**src/rtl/spi_cmd_pkg.sv**
```systemverilog
// Shared command-set definitions for the SPI command decoder: opcodes, lengths,
// FSM states and the opcode-to-length lookup also used by firmware tooling.
package spi_cmd_pkg;

  typedef enum logic [2:0] {
    READ_AT    = 3'b000,
    READ_NEXT  = 3'b001,
    WRITE_AT   = 3'b010,
    WRITE_NEXT = 3'b011
  } opcode_t;

  localparam logic [2:0] LEN_READ_AT    = 3'd3;
  localparam logic [2:0] LEN_READ_NEXT  = 3'd1;
  localparam logic [2:0] LEN_WRITE_AT   = 3'd4;
  localparam logic [2:0] LEN_WRITE_NEXT = 3'd2;
  localparam logic [2:0] LEN_INVALID    = 3'd1;

  typedef enum logic [1:0] {
    IDLE    = 2'd0,
    REQ     = 2'd1,
    RELEASE = 2'd2
  } state_t;

  // Never returns 0 so the buffer always waits for at least the command byte.
  function automatic logic [2:0] cmd_length(input logic [2:0] opcode);
    logic [2:0] len;
    case (opcode)
      READ_AT:    len = LEN_READ_AT;
      READ_NEXT:  len = LEN_READ_NEXT;
      WRITE_AT:   len = LEN_WRITE_AT;
      WRITE_NEXT: len = LEN_WRITE_NEXT;
      default:    len = LEN_INVALID;
    endcase
    return len;
  endfunction

endpackage

```
**src/rtl/spi_cmd_sync2.sv**
```systemverilog
// Two-flop synchronizer with asynchronous active-high reset, for single-bit
// level signals crossing from the SPI clock domain.
module sync2 (
  input  logic clk,
  input  logic reset,
  input  logic d,
  output logic q
);

  logic meta_q;
  logic sync_q;

  always_ff @(posedge clk or posedge reset) begin
    if (reset) begin
      meta_q <= 1'b0;
      sync_q <= 1'b0;
    end else begin
      meta_q <= d;
      sync_q <= meta_q;
    end
  end

  assign q = sync_q;

endmodule

```
**src/rtl/spi_cmd.sv**
```systemverilog
// SPI command decoder: captures the buffered command on a synchronized rx_valid
// edge, issues one bus read/write, returns read data as the next tx_byte.
module spi_cmd #(
  parameter int ADDR_W = 17
) (
  input  logic              clk_sys,
  input  logic              reset,
  input  logic [7:0]        rx [4],
  input  logic              rx_valid,
  output logic [2:0]        length,
  output logic [7:0]        tx_byte,
  output logic              ready,
  output logic              bus_req,
  output logic              bus_we,
  output logic [ADDR_W-1:0] bus_addr,
  output logic [7:0]        bus_wdata,
  input  logic              bus_ack,
  input  logic [7:0]        bus_rdata
);
  import spi_cmd_pkg::*;

  logic              vld_sync;
  logic              vld_dly_q, vld_dly_d;
  logic              vld_rise;
  state_t            state_q, state_d;
  logic [ADDR_W-1:0] addr_q, addr_d;
  logic              we_q, we_d;
  logic [7:0]        wdata_q, wdata_d;
  logic [7:0]        tx_q, tx_d;
  logic              ready_q, ready_d;
  logic [2:0]        op;
  logic [16:0]       at_addr;

  sync2 u_sync_valid (
    .clk   (clk_sys),
    .reset (reset),
    .d     (rx_valid),
    .q     (vld_sync)
  );

  // rx is only trusted on the capture cycle; the buffer has stopped writing by then.
  assign op       = rx[0][7:5];
  assign at_addr  = {rx[0][0], rx[1], rx[2]};
  assign length   = cmd_length(rx[0][7:5]);
  assign vld_rise = vld_sync & ~vld_dly_q;

  always_comb begin
    vld_dly_d = vld_sync;
    state_d   = state_q;
    addr_d    = addr_q;
    we_d      = we_q;
    wdata_d   = wdata_q;
    tx_d      = tx_q;
    ready_d   = ready_q;
    unique case (state_q)
      IDLE: begin
        if (vld_rise) begin
          ready_d = 1'b0;
          if (!op[2]) begin
            state_d = REQ;
            we_d    = op[1];
            // op[0] marks the *_NEXT forms, which post-increment the last address.
            addr_d  = op[0] ? addr_q + ADDR_W'(1) : ADDR_W'(at_addr);
            if (op[1]) wdata_d = op[0] ? rx[1] : rx[3];
          end else begin
            state_d = RELEASE;
          end
        end
      end
      REQ: begin
        if (bus_ack) begin
          state_d = RELEASE;
          if (!we_q) tx_d = bus_rdata;
        end
      end
      RELEASE: begin
        if (!vld_sync) begin
          state_d = IDLE;
          ready_d = 1'b1;
        end
      end
      default: state_d = IDLE;
    endcase
  end

  always_ff @(posedge clk_sys or posedge reset) begin
    if (reset) begin
      vld_dly_q <= 1'b0;
      state_q   <= IDLE;
      addr_q    <= '0;
      we_q      <= 1'b0;
      wdata_q   <= '0;
      tx_q      <= '0;
      ready_q   <= 1'b1;
    end else begin
      vld_dly_q <= vld_dly_d;
      state_q   <= state_d;
      addr_q    <= addr_d;
      we_q      <= we_d;
      wdata_q   <= wdata_d;
      tx_q      <= tx_d;
      ready_q   <= ready_d;
    end
  end

  assign bus_req   = (state_q == REQ);
  assign bus_we    = we_q;
  assign bus_addr  = addr_q;
  assign bus_wdata = wdata_q;
  assign tx_byte   = tx_q;
  assign ready     = ready_q;

endmodule

```
**config.mk**
```make
export PLATFORM = sky130hd
export DESIGN_NAME = spi_cmd
export DESIGN_NICKNAME = d
export VERILOG_FILES = /design/src/rtl/spi_cmd_pkg.sv /design/src/rtl/spi_cmd_sync2.sv /design/src/rtl/spi_cmd.sv
export SDC_FILE = /design/constraint.sdc
export NUM_CORES = 1
export LEC_CHECK = 0
export ABC_AREA = 1
export CORE_UTILIZATION = 41
export CTS_BUF_LIST = sky130_fd_sc_hd__clkbuf_8
export DETAILED_ROUTE_END_ITERATION = 8
export GPL_ROUTABILITY_DRIVEN = 0
export PLACE_DENSITY = 0.78
export SETUP_SLACK_MARGIN = 0.2
export SYNTH_ARGS = -nofsm -noshare
export SYNTH_HDL_FRONTEND = slang
export SYNTH_SLANG_ARGS = --single-unit
```
**constraint.sdc**
```tcl
create_clock -name clk_sys -period 1.19 [get_ports clk_sys]
set_input_delay 0.238 -clock clk_sys [delete_from_list [all_inputs] [get_ports clk_sys]]
set_output_delay 0.238 -clock clk_sys [all_outputs]
set_load 0.005 [all_outputs]
```
==> flow_summary.toml, run 1 <==
[run]
maxCapViolations = 0

[floorplanning]
initial_core_util_pct = 43.3
die_h_microns = 75.9
core-area_sq_um = 5170
rows = 26
dieArea_sq_um = 5770
io_pins = 83
fp.dieW_microns = 75.9

[finish]
final_area_sq_um = 4020
final_common_cell = "buf_4"
nets = 492
syn_to_final_growth_pct = 79.4
drive_above_1_share_pct = 47.5
final_cells = 518
n_antenna_cell = 0
num-fill-cells = 318
final_cell_mix = "buf_4 (62), nand2_1 (58), clkdlybuf4s50_1 (36)"

[sta]
tightest_slew_ps = 218
finalSetupViolations = 41
min_period_over_period_pct = 122
rsz0062_at_grt = "true"
fin_hold_ws_ps = 180
fmax_mhz = 691
fin_ws_ps = -256
slew_headroom_pct = 85.3
hold_viol = 0
drv_slew = 0
period_minus_slack_ps = 1450
fin_skew_ps = 8.58

[power_and_ir_drop]
power_density_nw_per_um2 = 2230
peakVddDrop_uv = 1340
leakage_nw = 1.98

[grt]
grt_usage_pct = 27.4
grt_overflow = 0
grt_pass1_vias = 2691
grt_start_max_net_pins = 38
antenna_found_initial = 0
grt_pass1_wl_microns = 12600

[route]
drt_wl_total_microns = 8350
viasPerCell = 5.18
drcViolationCount = 0
drtIter0Drc = 272
vias = 2685
antenna_left = 0
drt-pass1-iter-count = 4
wl_per_cell_microns = 16.1

[hold_path]
hp-class = "in2async"

[critical_path]
cp.depth = 6
reg2reg_from = "state_q[0]"
worstReg2RegEnd = "bus_wdata[5]"
crit_path_cell_trace = "buf_6 -> nor2_4 -> nand3_4 -> nor2_4 -> inv_6 -> o31ai_2"
path_common_cell = "nor2_4"
reg2reg_depth = 6
crit_arrival_ps = 1660
max_stage_delay_ps = 420
rrSetupSlack_ps = -260
critPathLaunch = "state_q[0]"
critPathBufInv = 2
endpoint = "bus_wdata[5]"
cp_top_family = "simple AND/OR/NAND/NOR gates"
cp_max_fo = 17
critPathSlowestCell = "dfrtp_1"
end_kind = "register"
start_kind = "register"
critPathKind = "reg2reg"
required_ps = 1400

[place]
hpwl_microns = 4860
port_buffers = 78
dp.cells = 468
dp_slack_ps = -651
postPlaceCellArea_sq_um = 3430

[clock_network]
clock_path_buffers = 2
cts_root_buffer = "clkbuf_8"
cts_tree = "done"
cts_buffers = 5
clk_pin_slew_ps = 80
h-tree-depth = 2
insertion_delay_ps = 300
clock_sinks = 40

[logic_synthesis]
ys.warnings.count = 0
syn-num-nets = 333
netlist_instances = 288
syn_area_per_cell_sq_um = 7.78
yosys.area.top_type = "dfrtp_1"
synth-seq-cells = 40
synthesis.area_sq_um = 2240
synth_area_leaders = "dfrtp_1 (44%), nand2_1 (12%), nor2_1 (7.2%)"
synth_top_area_share_pct = 43.6
seq_area_frac_synth_pct = 44.7
synth_cell_types = 29

[status]
violations = "negative setup slack"
outcome = "complete, but fails checks"
[cell usage after synthesis (all sizes together)]
cell type   n
o21ai      21
nand2      74
dfrtp      39
a31oi       1
nor2       50
inv        33
a32o        1
o22ai       2
a221oi      1
a21oi      12
mux2        8
clkbuf      2
dfstp       1
buf         8
nor3        1
o31ai       6
ha          1
nand4       3
a22oi       1
nand3      23
[flip-flops by register name, summed over array words and instances, names as in the netlist]
name and flops:
u_sync_valid.q 1, bus_we 1, tx_byte 8, bus_addr 17
u_sync_valid.meta_q 1, ready 1, state_q 2, vld_dly_q 1
bus_wdata 8
[layout make-up]
| class | count | area [sq um] | share of cell area, % |
|---|---|---|---|
| clock inverters | 2 | 38.8 | 0.965 |
| repair buffers | 162 | 1360 | 33.7 |
| multi-input cells | 205 | 1300 | 32.4 |
| clock buffers | 6 | 82.6 | 2.05 |
| flip-flops and latches | 40 | 1010 | 25.1 |
| inverters | 33 | 145 | 3.61 |
| well taps | 70 | 87.6 | 2.18 |
[repair_timing]
item	in CTS	in global routing
buffers inserted	37	5
hold buffers	0	0
resized for setup	211	45
endpoints found under the setup margin	76	74
pin swaps	15	10
[metal layers]
layer  global-route usage, %  share of wire, %  routed length [microns]
met4                    14.2               2.9                      245
met1                    31.6                38                     3200
met5                       0                 0                        0
met3                    5.54               5.4                      447
met2                    48.0                53                     4460
[cells by family (layout without fill, tap and decap cells)]
| family | Yosys count | after routing | share of synthesized area [%] |
|---|---|---|---|
| simple gates | 151 | 151 | 29.5 |
| mux | 8 | 8 | 4.02 |
| flops | 40 | 40 | 44.7 |
| fa+ha+maj | 1 | 1 | 0.558 |
| buf+inv | 43 | 203 | 9.44 |
| compound gates | 45 | 45 | 11.7 |
[worst min-delay path by stage]
stage | from | to | slack, ps
floorplan | reset | bus_addr[10] | 220
global placement | u_sync_valid.meta_q | u_sync_valid.q | 330
detailed placement | u_sync_valid.meta_q | u_sync_valid.q | 340
CTS | reset | vld_dly_q | 170
global route | reset | u_sync_valid.q | 180
finish | reset | u_sync_valid.q | 180
[power by group]
part	switching, mW	total, mW	leakage, nW	internal, mW
clock	0.527	1.21	0.0614	0.686
sequential	0.372	2.36	0.478	1.99
combinational	2.52	5.41	1.44	2.89
total	3.42	8.98	1.98	5.57
[per-stage QoR]
step	total power, mW	TNS [ps]	util, %
floorplan	4.04	-147	-
global placement	6.22	-15590	66.4
detailed placement	6.36	-16470	66.4
CTS	8.29	-3820	73.6
global route	9.50	-8430	77.7
finish	8.98	-6200	77.7
No activity file was read; power rests on OpenSTA's default activity.
==> run 2: changes to the inputs <==
HOLD_SLACK_MARGIN = 0.06   (was default)
==> results of run 2 <==
No change in the layout: final DEF, timing and power equal those of run 1.
==> run 3: changes to the inputs <==
REMOVE_ABC_BUFFERS = 1   (was default)
==> flow_summary.toml, run 3 (same netlist as run 1, synthesis figures left out) <==
[route]
viasPerCell = 5.29
vias = 2702
antenna_left = 0
drtIter0Drc = 198
drcViolationCount = 0
drt_wl_total_microns = 8390
drt-pass1-iter-count = 5
wl_per_cell_microns = 16.4

[hold_path]
hp-class = "in2async"

[grt]
antenna_found_initial = 0
grt_start_max_net_pins = 41
met2_usage_pct = 45.5
grt_usage_pct = 25.7
top_usage_layer = "met2"
grt_overflow = 0
use_met1_pct = 31.9
grt_pass1_wl_microns = 12000
gr-usage-met3_pct = 4.58
grt_pass1_vias = 2603

[finish]
drive_above_1_share_pct = 48.1
largest_reg_flops = 17
syn_to_final_growth_pct = 81.3
final_common_cell = "nand2_1"
final_cells = 511
final_cell_mix = "nand2_1 (56), buf_4 (46), buf_6 (41)"
nets = 485
n_antenna_cell = 0
final_area_sq_um = 4060

[clock_network]
cts_hold_buffers = 0
clock_path_buffers = 2
cts_root_buffer = "clkbuf_8"
insertion_delay_ps = 300
cts_buffers = 5
cts_tree = "done"
clock_sinks = 40
h-tree-depth = 2
clk_pin_slew_ps = 80

[run]
maxCapViolations = 0

[sta]
fin_ws_ps = -242
fin_hold_ws_ps = 300
tightest_slew_ps = 348
tns_ps = -5220
drv_slew = 0
period_minus_slack_ps = 1430
rsz0062_at_grt = "true"
finalSetupViolations = 41
fin_skew_ps = 3.36
min_period_over_period_pct = 120
slew_headroom_pct = 76.8
fmax_mhz = 698
hold_viol = 0

[floorplanning]
rows = 26
dieArea_sq_um = 5770
die_h_microns = 75.9
initial_core_util_pct = 43.3
io_pins = 83
core-area_sq_um = 5170
fp.dieW_microns = 75.9

[critical_path]
max_stage_delay_ps = 440
cp_top_family = "buffers and inverters"
crit_arrival_ps = 1190
critPathSlowestCell = "dfrtp_1"
worstReg2RegEnd = "bus_addr[12]"
path_common_cell = "buf_6"
start_kind = "register"
reg2reg_depth = 11
reg2reg_from = "bus_addr[6]"
required_ps = 950
end_kind = "output port"
crit_path_cell_trace = "buf_6 -> buf_6 -> buf_6 -> buf_6"
cp_max_fo = 2
endpoint = "bus_addr[6]"
rrSetupSlack_ps = -230
critPathLaunch = "bus_addr[6]"
critPathKind = "reg2out"
critPathBufInv = 4
cp.depth = 4

[place]
port_buffers = 78
hpwl_microns = 4390
postPlaceCellArea_sq_um = 3300
dp.cells = 462

[power_and_ir_drop]
leakage_nw = 1.98
p_total_mw = 9.30
peakVddDrop_uv = 1240
power_density_nw_per_um2 = 2290

[status]
violations = "negative setup slack"
outcome = "complete, but fails checks"
[run 3: cell count changes in the layout (fill, tap and decap cells not counted), sizes merged]
cell / previous run / this run
buf: 125 / 118
inv: 32 / 34
clkbuf: 6 / 5
clkinvlp: 1 / 0
[run 3: routing by layer]
layer | wire (microns) | vias up | share of wire (%)
met3 | 642 | 35 | 7.7
met2 | 4180 | 168 | 50
met4 | 265 | 0 | 3.2
met5 | 0 | - | 0
li1 | - | 1230 | -
met1 | 3310 | 1269 | 39
[run 3: cell type report]
type | count | area, sq um
clock buffers | 5 | 68.8
clock inverters | 3 | 38.8
fillers | 315 | 1110
inverters | 33 | 139
multi-input cells | 205 | 1380
flip-flops and latches | 40 | 1010
well taps | 70 | 87.6
repair buffers | 155 | 1350
[run 3: report_power, final]
part           switching, mW  internal, mW  leakage, nW
clock network          0.512         0.615       0.0593
registers              0.430          1.98        0.480
logic                   2.76          2.99         1.44
[run 3: worst reg2reg max path: cells and delay by family, from the launching register on]
family	cells	cell delay, ps
DFF	1	430
buffers and inverters	3	320
and+or+nand+nor	8	570
[run 3: stage by stage]
| step | utilization (%) | setup WS, ps |
|---|---|---|
| floorplan | - | -141 |
| global placement | 63.9 | -614 |
| detailed placement | 63.9 | -663 |
| CTS | 72.6 | -113 |
| global route | 78.5 | -302 |
| finish | 78.5 | -242 |
[run 3: repair_timing]
| action | 4_1_cts | 5_1_grt |
|---|---|---|
| gates resized for setup | 258 | 54 |
| endpoints found under the setup margin | 76 | 74 |
| buffers inserted | 30 | 11 |
| pin swaps | 18 | 29 |
[run 3: worst min path at each step]
stage                          end  slack (ps)  depth (start not counted)
5_1_grt                 tx_byte[5]         320                          3
6_report                tx_byte[5]         300                          3
4_1_cts                 state_q[1]         320                          4
2_1_floorplan  u_sync_valid.meta_q         270                          0
3_5_place_dp        u_sync_valid.q         340                          0
3_3_place_gp        u_sync_valid.q         340                          0
